File: config.mk
export PLATFORM = sky130hd
export DESIGN_NAME = mpsoc_msp430_trace_arbiter
export DESIGN_NICKNAME = d
export VERILOG_FILES = /design/src/rtl/mpsoc_msp430_trace_arb_pkg.sv /design/src/rtl/mpsoc_msp430_trace_fifo.sv /design/src/rtl/mpsoc_msp430_trace_arbiter.sv
export SDC_FILE = /design/constraint.sdc
export NUM_CORES = 2
export LEC_CHECK = 0
export CAP_MARGIN = 30
export CORE_MARGIN = 4
export CORE_UTILIZATION = 45
export CTS_BUF_LIST = sky130_fd_sc_hd__clkbuf_8 sky130_fd_sc_hd__clkbuf_16
export CTS_CLUSTER_DIAMETER = 30
export DETAILED_ROUTE_END_ITERATION = 7
export PLACE_DENSITY = 0.67
export SETUP_SLACK_MARGIN = 0.3
export SYNTH_ARGS = -nofsm -noshare
export SYNTH_HDL_FRONTEND = slang
export SYNTH_SLANG_ARGS = --single-unit
File: constraint.sdc
create_clock -name clk -period 12.3 [get_ports clk]
set_clock_uncertainty 0.1 [all_clocks]
set_input_delay 1.845 -clock clk [delete_from_list [all_inputs] [get_ports clk]]
set_output_delay 1.845 -clock clk [all_outputs]
set_load 0.01 [all_outputs]
File: src/rtl/mpsoc_msp430_trace_arb_pkg.sv
// Shared types and helpers for the MSP430 trace arbiter.
// A trace record is one retired instruction with its write-back.
package mpsoc_msp430_trace_arb_pkg;

    localparam int DROP_CNT_W = 16;

    typedef struct packed {
        logic [31:0] pc;
        logic [31:0] insn;
        logic        wben;
        logic [4:0]  wbreg;
        logic [31:0] wbdata;
    } trace_rec_t;

    function automatic int next_rr(input int grant, input int num_ports);
        return (grant + 1 >= num_ports) ? 0 : grant + 1;
    endfunction

endpackage

File: src/rtl/mpsoc_msp430_trace_fifo.sv
// Per-port trace record FIFO; a full FIFO still accepts a push
// when it pops in the same cycle.
module mpsoc_msp430_trace_fifo
    import mpsoc_msp430_trace_arb_pkg::*;
#(
    parameter int DEPTH = 2
) (
    input  logic       clk,
    input  logic       rst,
    input  logic       push,
    input  trace_rec_t push_rec,
    input  logic       pop,
    output trace_rec_t pop_rec,
    output logic       full,
    output logic       empty
);

    localparam int AW = $clog2(DEPTH);

    trace_rec_t      mem [DEPTH];
    logic [AW:0]     wr_ptr;
    logic [AW:0]     rd_ptr;
    logic            do_push;
    logic            do_pop;

    assign empty   = (wr_ptr == rd_ptr);
    assign full    = (wr_ptr[AW] != rd_ptr[AW]) &&
                     (wr_ptr[AW-1:0] == rd_ptr[AW-1:0]);
    assign do_pop  = pop && !empty;
    assign do_push = push && (!full || do_pop);
    assign pop_rec = mem[rd_ptr[AW-1:0]];

    always_ff @(posedge clk) begin
        if (rst) begin
            wr_ptr <= '0;
            rd_ptr <= '0;
        end else begin
            if (do_push)
                wr_ptr <= wr_ptr + 1'b1;
            if (do_pop)
                rd_ptr <= rd_ptr + 1'b1;
        end
    end

    always_ff @(posedge clk) begin
        if (do_push)
            mem[wr_ptr[AW-1:0]] <= push_rec;
    end

endmodule

File: src/rtl/mpsoc_msp430_trace_arbiter.sv
// Round-robin merge of per-core trace streams into one tagged
// valid/ready channel, with drop statistics for full FIFOs.
module mpsoc_msp430_trace_arbiter
    import mpsoc_msp430_trace_arb_pkg::*;
#(
    parameter int NUM_PORTS  = 8,
    parameter int FIFO_DEPTH = 2,
    parameter int ID_W       = (NUM_PORTS > 1) ? $clog2(NUM_PORTS) : 1
) (
    input  logic                    clk,
    input  logic                    rst,
    input  logic [NUM_PORTS-1:0]    trace_valid,
    input  logic [NUM_PORTS*32-1:0] trace_pc,
    input  logic [NUM_PORTS*32-1:0] trace_insn,
    input  logic [NUM_PORTS-1:0]    trace_wben,
    input  logic [NUM_PORTS*5-1:0]  trace_wbreg,
    input  logic [NUM_PORTS*32-1:0] trace_wbdata,
    output logic                    out_valid,
    input  logic                    out_ready,
    output logic [ID_W-1:0]         out_id,
    output logic [31:0]             out_pc,
    output logic [31:0]             out_insn,
    output logic                    out_wben,
    output logic [4:0]              out_wbreg,
    output logic [31:0]             out_wbdata,
    output logic [NUM_PORTS-1:0]    overflow,
    output logic [DROP_CNT_W-1:0]   drop_count,
    input  logic                    clear_stats
);

    trace_rec_t             in_rec  [NUM_PORTS];
    trace_rec_t             fifo_rec[NUM_PORTS];
    logic [NUM_PORTS-1:0]   full;
    logic [NUM_PORTS-1:0]   empty;
    logic [NUM_PORTS-1:0]   pop;
    logic [NUM_PORTS-1:0]   drop;
    logic [ID_W-1:0]        rr_ptr;
    logic [ID_W-1:0]        grant_id;
    logic                   grant_valid;
    logic                   load;
    trace_rec_t             out_rec;
    logic [31:0]            n_drops;
    logic [31:0]            drop_sum;
    logic [DROP_CNT_W-1:0]  drop_next;

    for (genvar k = 0; k < NUM_PORTS; k++) begin : g_port
        assign in_rec[k] = '{
            pc:     trace_pc[32*k +: 32],
            insn:   trace_insn[32*k +: 32],
            wben:   trace_wben[k],
            wbreg:  trace_wbreg[5*k +: 5],
            wbdata: trace_wbdata[32*k +: 32]
        };

        mpsoc_msp430_trace_fifo #(
            .DEPTH    (FIFO_DEPTH)
        ) u_fifo (
            .clk      (clk),
            .rst      (rst),
            .push     (trace_valid[k]),
            .push_rec (in_rec[k]),
            .pop      (pop[k]),
            .pop_rec  (fifo_rec[k]),
            .full     (full[k]),
            .empty    (empty[k])
        );
    end

    // First non-empty port at or above rr_ptr, wrapping around.
    always_comb begin
        int j;
        grant_valid = 1'b0;
        grant_id    = '0;
        j           = 0;
        for (int i = 0; i < NUM_PORTS; i++) begin
            j = int'(rr_ptr) + i;
            if (j >= NUM_PORTS)
                j = j - NUM_PORTS;
            if (!grant_valid && !empty[ID_W'(j)]) begin
                grant_valid = 1'b1;
                grant_id    = ID_W'(j);
            end
        end
    end

    assign load = !out_valid || out_ready;

    always_comb begin
        pop      = '0;
        drop     = '0;
        n_drops  = '0;
        for (int k = 0; k < NUM_PORTS; k++) begin
            pop[k]  = load && grant_valid && (grant_id == ID_W'(k));
            drop[k] = trace_valid[k] && full[k] && !pop[k];
            n_drops = n_drops + 32'(drop[k]);
        end
        drop_sum  = 32'(drop_count) + n_drops;
        drop_next = (|drop_sum[31:DROP_CNT_W]) ? '1
                                               : drop_sum[DROP_CNT_W-1:0];
    end

    always_ff @(posedge clk) begin
        if (rst) begin
            out_valid <= 1'b0;
            out_id    <= '0;
            out_rec   <= '0;
            rr_ptr    <= '0;
        end else if (load) begin
            out_valid <= grant_valid;
            if (grant_valid) begin
                out_id  <= grant_id;
                out_rec <= fifo_rec[grant_id];
                rr_ptr  <= ID_W'(next_rr(int'(grant_id), NUM_PORTS));
            end
        end
    end

    always_ff @(posedge clk) begin
        if (rst || clear_stats) begin
            overflow   <= '0;
            drop_count <= '0;
        end else begin
            overflow   <= overflow | drop;
            drop_count <= drop_next;
        end
    end

    assign out_pc     = out_rec.pc;
    assign out_insn   = out_rec.insn;
    assign out_wben   = out_rec.wben;
    assign out_wbreg  = out_rec.wbreg;
    assign out_wbdata = out_rec.wbdata;

endmodule

== Word level (Yosys, flattened, before mapping) ==
Memories as Yosys holds them, arrays and structs flattened. A register that Yosys moved wholly into a read port is not among the register bits.
Index checks and enable logic that the tools add are counted.

* Magnitude comparators: 18
* Reductions and logical operators: 107
* Add/sub/neg operators: 40
* Bitwise logic cells: 2
* Muxes and demuxes: 85
* Eq/ne operators: 31

{| class="wikitable"
|+ Operator list
! kind !! number
|-
| binary-select mux 102 bit (select 3 bit) || 1
|-
| two-way mux 102 bit || 2
|-
| logical AND 1 bit || 56
|-
| two-way mux 1 bit || 56
|-
| two-way mux 3 bit || 17
|-
| < comparator 3 x 5 -> 1 bit, second input constant || 8
|-
| zero test 1 bit || 38
|-
| greater-or-equal comparator 4 bit, second input constant || 9
|-
| adder 2 x 1 -> 2 bit, second input constant || 16
|-
| binary-select mux 1 bit (select 3 bit) || 8
|-
| subtractor 3 x 1 -> 3 bit, second input constant || 8
|-
| adder 16 x 8 -> 17 bit || 1
|-
| adder 3 x 3 -> 4 bit, second input constant || 4
|-
| == test 2 bit || 8
|-
| two-way mux 16 bit || 1
|-
| OR reduction 16 bit || 1
|-
| == test 3 bit, second input constant || 4
|-
| logical OR 1 bit || 10
|-
| adder 3 x 1 -> 4 bit, second input constant || 2
|-
| adder 3 x 2 -> 4 bit, second input constant || 2
|-
| adder 7 x 1 -> 8 bit || 1
|-
| == test 1 bit || 8
|-
| inequality test 1 bit || 8
|-
| OR 8 bit || 1
|-
| other kinds (12) || 13
|}

* Bits in writable memories: 1632
* Word-level logic and storage cells: 317
* Input port bits: 828
* Memories kept: 8
* Bits in registers: 165
* Output and inout bits: 130

{| class="wikitable"
|+ Memory list
! memory !! depth !! width !! rd ports !! clocked after memory_dff !! write ports !! line !! RTL
|-
| g_port[0].u_fifo.mem || 2 || 102 || 1 || 1 || 1 || mpsoc_msp430_trace_fifo.sv:20 || <nowiki>trace_rec_t mem [DEPTH];</nowiki>
|-
| g_port[1].u_fifo.mem || 2 || 102 || 1 || 1 || 1 || mpsoc_msp430_trace_fifo.sv:20 ||
|-
| g_port[2].u_fifo.mem || 2 || 102 || 1 || 1 || 1 || mpsoc_msp430_trace_fifo.sv:20 ||
|-
| g_port[3].u_fifo.mem || 2 || 102 || 1 || 1 || 1 || mpsoc_msp430_trace_fifo.sv:20 ||
|-
| g_port[4].u_fifo.mem || 2 || 102 || 1 || 1 || 1 || mpsoc_msp430_trace_fifo.sv:20 ||
|-
| g_port[5].u_fifo.mem || 2 || 102 || 1 || 1 || 1 || mpsoc_msp430_trace_fifo.sv:20 ||
|-
| 2 more memories || n/a || n/a || n/a || n/a || n/a || n/a ||
|}

== Logic depth before layout (Yosys ltp) ==
* Depth after elaboration: 41
* Mapped depth: 36
* Mapped depth without buffers: 31

== By module ==
Synthesis repeated with hierarchy kept, for this count alone.

* Cells, all modules: 4220
* Area, all modules: 73382.9 µm²

{| class="wikitable"
|+ Modules (own cells, without submodules)
! module !! area each (µm²) !! sequential area each (µm²) !! cells an instance !! times used
|-
| mpsoc_msp430_trace_fifo || 7644.8 || 6226.0 || 352 || 8
|-
| mpsoc_msp430_trace_arbiter || 12224.2 || 2662.6 || 1404 || 1
|}

== Least setup slack after synthesis ==
OpenSTA, ideal clock, no wires.

* Path kind: register to register
* Start: register rr_ptr[0]
* End: memory g_port[0].u_fifo.mem[0][0] (netlist name), enable pin
* Period minus slack after synthesis: 9.620 ns
* Arrival: 8.956 ns
* Required time: 11.636 ns
* Setup time: 0.564 ns
* Stages on the path, launching flop included: 21
* Path buffers: 6
* Path slack: 2.680 ns
* Path through: dfxtp_1 -> buf_1 -> clkinv_1 -> clkbuf_1 -> ha_1 -> nor2b_1 -> nand3_1 -> a41oi_1 -> a2bb2o_1 -> o32ai_1 -> o221ai_4 -> a21bo_2 -> buf_6 -> buf_2 -> buf_2 -> buf_2 -> ha_1 -> inv_1 -> o211ai_1 -> nand2_1 -> nor2_1

* Longest elaborated chain between the ends: 34
* Elaborated cells between the ends (all ways): 99
* Classes of those cells: add/sub: 15; order compare: 8; mux: 50; reduce/logical: 26

{| class="wikitable"
|+ RTL lines
! element !! line !! RTL
|-
| start, declared || mpsoc_msp430_trace_arbiter.sv:37 || <nowiki>logic [ID_W-1:0] rr_ptr;</nowiki>
|-
| start signal, assigned || mpsoc_msp430_trace_arbiter.sv:113 || <nowiki>rr_ptr <= ID_W'(next_rr(int'(grant_id), NUM_PORTS));</nowiki>
|-
| adder 3 x 1 -> 4 bit || mpsoc_msp430_trace_arbiter.sv:76 || <nowiki>j = int'(rr_ptr) + i;</nowiki>
|-
| greater-or-equal comparator 4 bit or subtractor 3 x 1 -> 3 bit (tied branches) || mpsoc_msp430_trace_arbiter.sv:77, mpsoc_msp430_trace_arbiter.sv:78 ||
|-
| two-way mux 3 bit || mpsoc_msp430_trace_arbiter.sv:77 || <nowiki>if (j >= NUM_PORTS)</nowiki>
|-
| binary-select mux 1 bit (select 3 bit) || mpsoc_msp430_trace_arbiter.sv:79 || <nowiki>if (!grant_valid && !empty[ID_W'(j)]) begin</nowiki>
|-
| two-way mux 1 bit (implied by the code) (2 in series) || mpsoc_msp430_trace_arbiter.sv:79 ||
|-
| zero test 1 bit || mpsoc_msp430_trace_arbiter.sv:79 ||
|-
| logical AND 1 bit || mpsoc_msp430_trace_arbiter.sv:79 ||
|-
| two-way mux 1 bit || mpsoc_msp430_trace_arbiter.sv:79 ||
|-
| [17 not listed] || n/a ||
|-
| two-way mux 3 bit or two-way mux 1 bit (tied branches) || mpsoc_msp430_trace_arbiter.sv:79 ||
|-
| zero test 3 bit or logical AND 1 bit (tied branches) || mpsoc_msp430_trace_arbiter.sv:93 || <nowiki>pop[k] = load && grant_valid && (grant_id == ID_W'(k));</nowiki>
|-
| logical AND 1 bit * || mpsoc_msp430_trace_arbiter.sv:93 ||
|-
| logical AND 1 bit * || mpsoc_msp430_trace_fifo.sv:29 || <nowiki>assign do_pop = pop && !empty;</nowiki>
|-
| logical OR 1 bit * || mpsoc_msp430_trace_fifo.sv:30 || <nowiki>assign do_push = push && (!full || do_pop);</nowiki>
|-
| logical AND 1 bit * || mpsoc_msp430_trace_fifo.sv:30 ||
|-
| two-way mux 1 bit * || mpsoc_msp430_trace_fifo.sv:46 || <nowiki>if (do_push)</nowiki>
|-
| two-way mux 1 bit (implied by the code) * || mpsoc_msp430_trace_fifo.sv:47 || <nowiki>mem[wr_ptr[AW-1:0]] <= push_rec;</nowiki>
|-
| end, declared || mpsoc_msp430_trace_fifo.sv:20 ||
|}

Every way passes the cells marked *; elsewhere a longest branch is shown, timed or not. The select of a mux whose other input is x is not followed.

== Worst setup path in the final report ==
* Start: register rr_ptr[0]
* End: register drop_count[7]

* Longest elaborated chain between the ends: 41
* Elaborated cells between the ends (all ways): 134
* Classes of those cells: add/sub: 23; order compare: 8; eq/ne: 7; mux: 49; reduce/logical: 47

{| class="wikitable"
|+ RTL lines
! element !! line !! RTL
|-
| adder 3 x 1 -> 4 bit || mpsoc_msp430_trace_arbiter.sv:76 ||
|-
| greater-or-equal comparator 4 bit or subtractor 3 x 1 -> 3 bit (tied branches) || mpsoc_msp430_trace_arbiter.sv:77, mpsoc_msp430_trace_arbiter.sv:78 ||
|-
| two-way mux 3 bit || mpsoc_msp430_trace_arbiter.sv:77 ||
|-
| binary-select mux 1 bit (select 3 bit) || mpsoc_msp430_trace_arbiter.sv:79 ||
|-
| two-way mux 1 bit (implied by the code) (2 in series) || mpsoc_msp430_trace_arbiter.sv:79 ||
|-
| zero test 1 bit || mpsoc_msp430_trace_arbiter.sv:79 ||
|-
| logical AND 1 bit || mpsoc_msp430_trace_arbiter.sv:79 ||
|-
| two-way mux 1 bit || mpsoc_msp430_trace_arbiter.sv:79 ||
|-
| [24 not listed] || n/a ||
|-
| adder 3 x 1 -> 4 bit || mpsoc_msp430_trace_arbiter.sv:95 || <nowiki>n_drops = n_drops + 32'(drop[k]);</nowiki>
|-
| adder 4 x 1 -> 5 bit || mpsoc_msp430_trace_arbiter.sv:95 ||
|-
| adder 5 x 1 -> 6 bit || mpsoc_msp430_trace_arbiter.sv:95 ||
|-
| adder 6 x 1 -> 7 bit || mpsoc_msp430_trace_arbiter.sv:95 ||
|-
| adder 7 x 1 -> 8 bit * || mpsoc_msp430_trace_arbiter.sv:95 ||
|-
| adder 16 x 8 -> 17 bit * || mpsoc_msp430_trace_arbiter.sv:97 || <nowiki>drop_sum = 32'(drop_count) + n_drops;</nowiki>
|-
| OR reduction 16 bit || mpsoc_msp430_trace_arbiter.sv:98 || <nowiki>drop_next = (|drop_sum[31:DROP_CNT_W]) ? '1</nowiki>
|-
| two-way mux 16 bit * || mpsoc_msp430_trace_arbiter.sv:98 ||
|-
| end signal, assigned || mpsoc_msp430_trace_arbiter.sv:124 || <nowiki>drop_count <= drop_next;</nowiki>
|-
| end, declared || mpsoc_msp430_trace_arbiter.sv:27 || <nowiki>output logic [DROP_CNT_W-1:0] drop_count,</nowiki>
|}

Marks and branches as above.
A chain may end at the register's enable or synchronous reset.

==> impl_metrics.env <==
export IMPL_status="completed"
export IMPL_syn_nets=5638
export IMPL_cellLeakagePower_nw=33.0
export IMPL_drv_cap=0
export IMPL_instances_no_fill=8490
export IMPL_final_area_um2=98000
export IMPL_antenna_found_initial=140
export IMPL_startpoint_type="flop"
export IMPL_post_dp_hpwl_um=167000
export IMPL_grt_pass1_vias=48123
export IMPL_ys_ff_latch=1805
export IMPL_cts_tree="yes"
export IMPL_maxSlewViolCount=0
export IMPL_htreeDepth=5
export IMPL_vias_per_cell=5.77
export IMPL_met2_usage=0.450
export IMPL_irDropWorstVdd_v=0.000617
export IMPL_r2r_worst_path_cells=29
export IMPL_grt_pass1_wl_um=346000
export IMPL_grtUsageMet1=0.363
export IMPL_end_kind="flop"
export IMPL_drt_iter0_markers=4705
export IMPL_fin_tns_setup_ps=0
export IMPL_drive_gt1_frac=0.129
export IMPL_dr_pass1_iters=6
export IMPL_syn_to_final_growth_pct=35.2
export IMPL_wl_per_cell_um=29.4
export IMPL_final_common_cell="edfxtp_1"
export IMPL_crit_fanout=51
export IMPL_synth_ff_type="edfxtp_1"
export IMPL_multiInputGateArea_um2=18700
export IMPL_r2r_slack_ps=2640
export IMPL_fin_nets=6750
export IMPL_synth_distinct_cells=70
export IMPL_dp_cells=7669
export IMPL_track_usage=0.288
export IMPL_rsz0062_at_grt="false"
export IMPL_maxSlewHeadroom=0.268
export IMPL_synth_seq_area_share=0.724
export IMPL_ant_nets=0
export IMPL_holdPathStages=2
export IMPL_setup_viol=0
export IMPL_clockBufferDepth=4
export IMPL_required_ps=13030
export IMPL_finalCritPeriodShare=0.786
export IMPL_min_path_type="reg2reg"
export IMPL_hold_buffers=0
export IMPL_crit_start="rr_ptr[0]"
export IMPL_crit_type="reg2reg"
export IMPL_vias=48965
export IMPL_tightest_slew_ps=1100
export IMPL_fp_coreArea_um2=160000
export IMPL_start_util=0.452
export IMPL_die_y_um=409
export IMPL_ys_warnings_count=0
export IMPL_dieArea_um2=168000
export IMPL_numCtsBuffers=393
export IMPL_pwr_density_cell_nw_per_um2=337
export IMPL_synth_cell_area_um2=72500
export IMPL_grt_util_met3=0.0852
export IMPL_regToRegEndpoint="drop_count[7]"
export IMPL_busiest_layer="met2"
export IMPL_hold_start="overflow[4]"
export IMPL_final_cell_mix="edfxtp_1 (1632), clkdlybuf4s50_1 (956), mux2i_1 (512)"
export IMPL_grt_max_degree=179
export IMPL_fmax_ghz=0.103
export IMPL_cp_slowest_cell="or2_4"
export IMPL_fin_crit_ps=9660
export IMPL_synthArstFlopShare=0
export IMPL_syn_instance_count=4793
export IMPL_r2r_start="rr_ptr[0]"
export IMPL_max_stage_delay_ps=700
export IMPL_cpMostUsedCell="fa_1"
export IMPL_drt_total_wl_um=250000
export IMPL_root_buffer="clkbuf_16"
export IMPL_clkSinkCount=1805
export IMPL_final_hold_viol_count=0
export IMPL_io_pins=958
export IMPL_cts_setup_buffers=0
export IMPL_die_x_um=409
export IMPL_cts_resized_gates=0
export IMPL_drc=0
export IMPL_globalRouteOverflowTotal=0
export IMPL_cp_arrival_ps=10390
export IMPL_clock_latency_ps=960
export IMPL_clk_pin_slew_worst_paths_ps=50
export IMPL_port_buffers=957
export IMPL_final_seq_area_um2=52500
export IMPL_synth_area_per_cell_um2=15.1
export IMPL_synth_edf_count=1632
export IMPL_fillers=11984
export IMPL_min_to="overflow[4]"
export IMPL_rows=147
export IMPL_place_congestion=0.899
export IMPL_dpl_instance_area_um2=84500
layer usage:
metal,up-vias,wire [um]
met5,-,356
met2,2520,117000
met3,558,23400
met4,46,12700
li1,21375,-
met1,24466,96300
sequential cells by signal, summed over array words and instances (netlist names), named ones only:
register / flops
rr_ptr: 3
out_id: 3
out_insn: 32
out_wben: 1
out_wbreg: 5
g_port.u_fifo.rd_ptr: 16
g_port.u_fifo.wr_ptr: 16
g_port.u_fifo.mem: 1632
out_valid: 1
out_pc: 32
drop_count: 16
overflow: 8
out_wbdata: 32
per-stage QoR:
step / util / power [mW] / setup WS, ps / hold WS, ps
finish: 0.611 / 33.1 / 2640 / 359
global route: 0.611 / 34.4 / 2000 / 376
CTS: 0.609 / 33.1 / 2560 / 356
detailed placement: 0.527 / 22.6 / 2590 / 348
global placement: 0.526 / 22.3 / 2660 / 335
floorplan: - / 16.7 / 2680 / 370
final cells by class:
class | instances | share of cell area
antenna | 110 | 0.00281
timing repair buffer | 1046 | 0.107
clock buffer | 412 | 0.103
tap | 2160 | 0.0276
clock inverter | 298 | 0.0317
multi-input combinational | 2623 | 0.191
sequential | 1805 | 0.535
inverter | 36 | 0.00168
synth_stat cells, drive strengths merged, types with 5 or more instances:
cell    count  area, um^2
and2       14        87.6
a211o      19         166
o22ai      46         288
nor2      188         706
nor4       49         307
a221o      26         260
nand4      16         100
xor2       32         280
nor3       37         185
inv        35         131
o211ai     14         105
nor2b     304        1900
o221ai     53         482
a31oi       8        50.1
a41oi       7        61.3
mux2       50         563
mux2i     512        5120
a211oi    443        3330
o21ai      54         274
nand2b      5        31.3
edfxtp   1632       49000
buf        91         455
clkbuf    238         893
a21oi     369        1850
a221oi     26         228
xnor2      28         253
a311oi     20         181
ha         12         150
nand2     191         717
or2         5        31.3
nand3      31         155
mux4        6         135
or3         7        43.8
dfxtp     173        3460
fa          5         100
o211a      10         100
how the worst max path moves through the flow:
stage,endpoint,cells past startpoint
2_1_floorplan,g_port[0].u_fifo.mem[0][0],20
3_3_place_gp,drop_count[1],29
3_5_place_dp,drop_count[7],29
4_1_cts,drop_count[7],29
5_1_grt,drop_count[7],29
6_report,drop_count[7],29
power by group:
group | internal (mW) | switching [mW] | leakage [nW]
Combinational | 4.27 | 10.2 | 9.68
Sequential | 7.74 | 0.417 | 16.7
Clock | 7.15 | 3.27 | 6.62
worst max-delay path: cells and delay by family, from the launching register on:
| kind | cells | cell delay (ps) |
|---|---|---|
| AND/OR/NAND/NOR | 10 | 2840 |
| flip-flops | 1 | 310 |
| buffers and inverters | 6 | 1920 |
| AO/OA/AOI/OAI | 7 | 1780 |
| adder cells (fa/ha/maj) | 6 | 2600 |
cells by family (layout without fill, tap and decap cells):
kind of cell / after synthesis / count (layout) / synth area share
AND/OR/NAND/NOR: 860 / 860 / 0.0602
XOR/XNOR: 60 / 60 / 0.00735
adder cells (fa/ha/maj): 17 / 17 / 0.00345
other: 0 / 110 / 0
flip-flops: 1805 / 1805 / 0.724
buffers and inverters: 365 / 1792 / 0.0205
AO/OA/AOI/OAI: 1118 / 1118 / 0.104
multiplexers: 568 / 568 / 0.0803
Power figures use the tool's default switching activity.
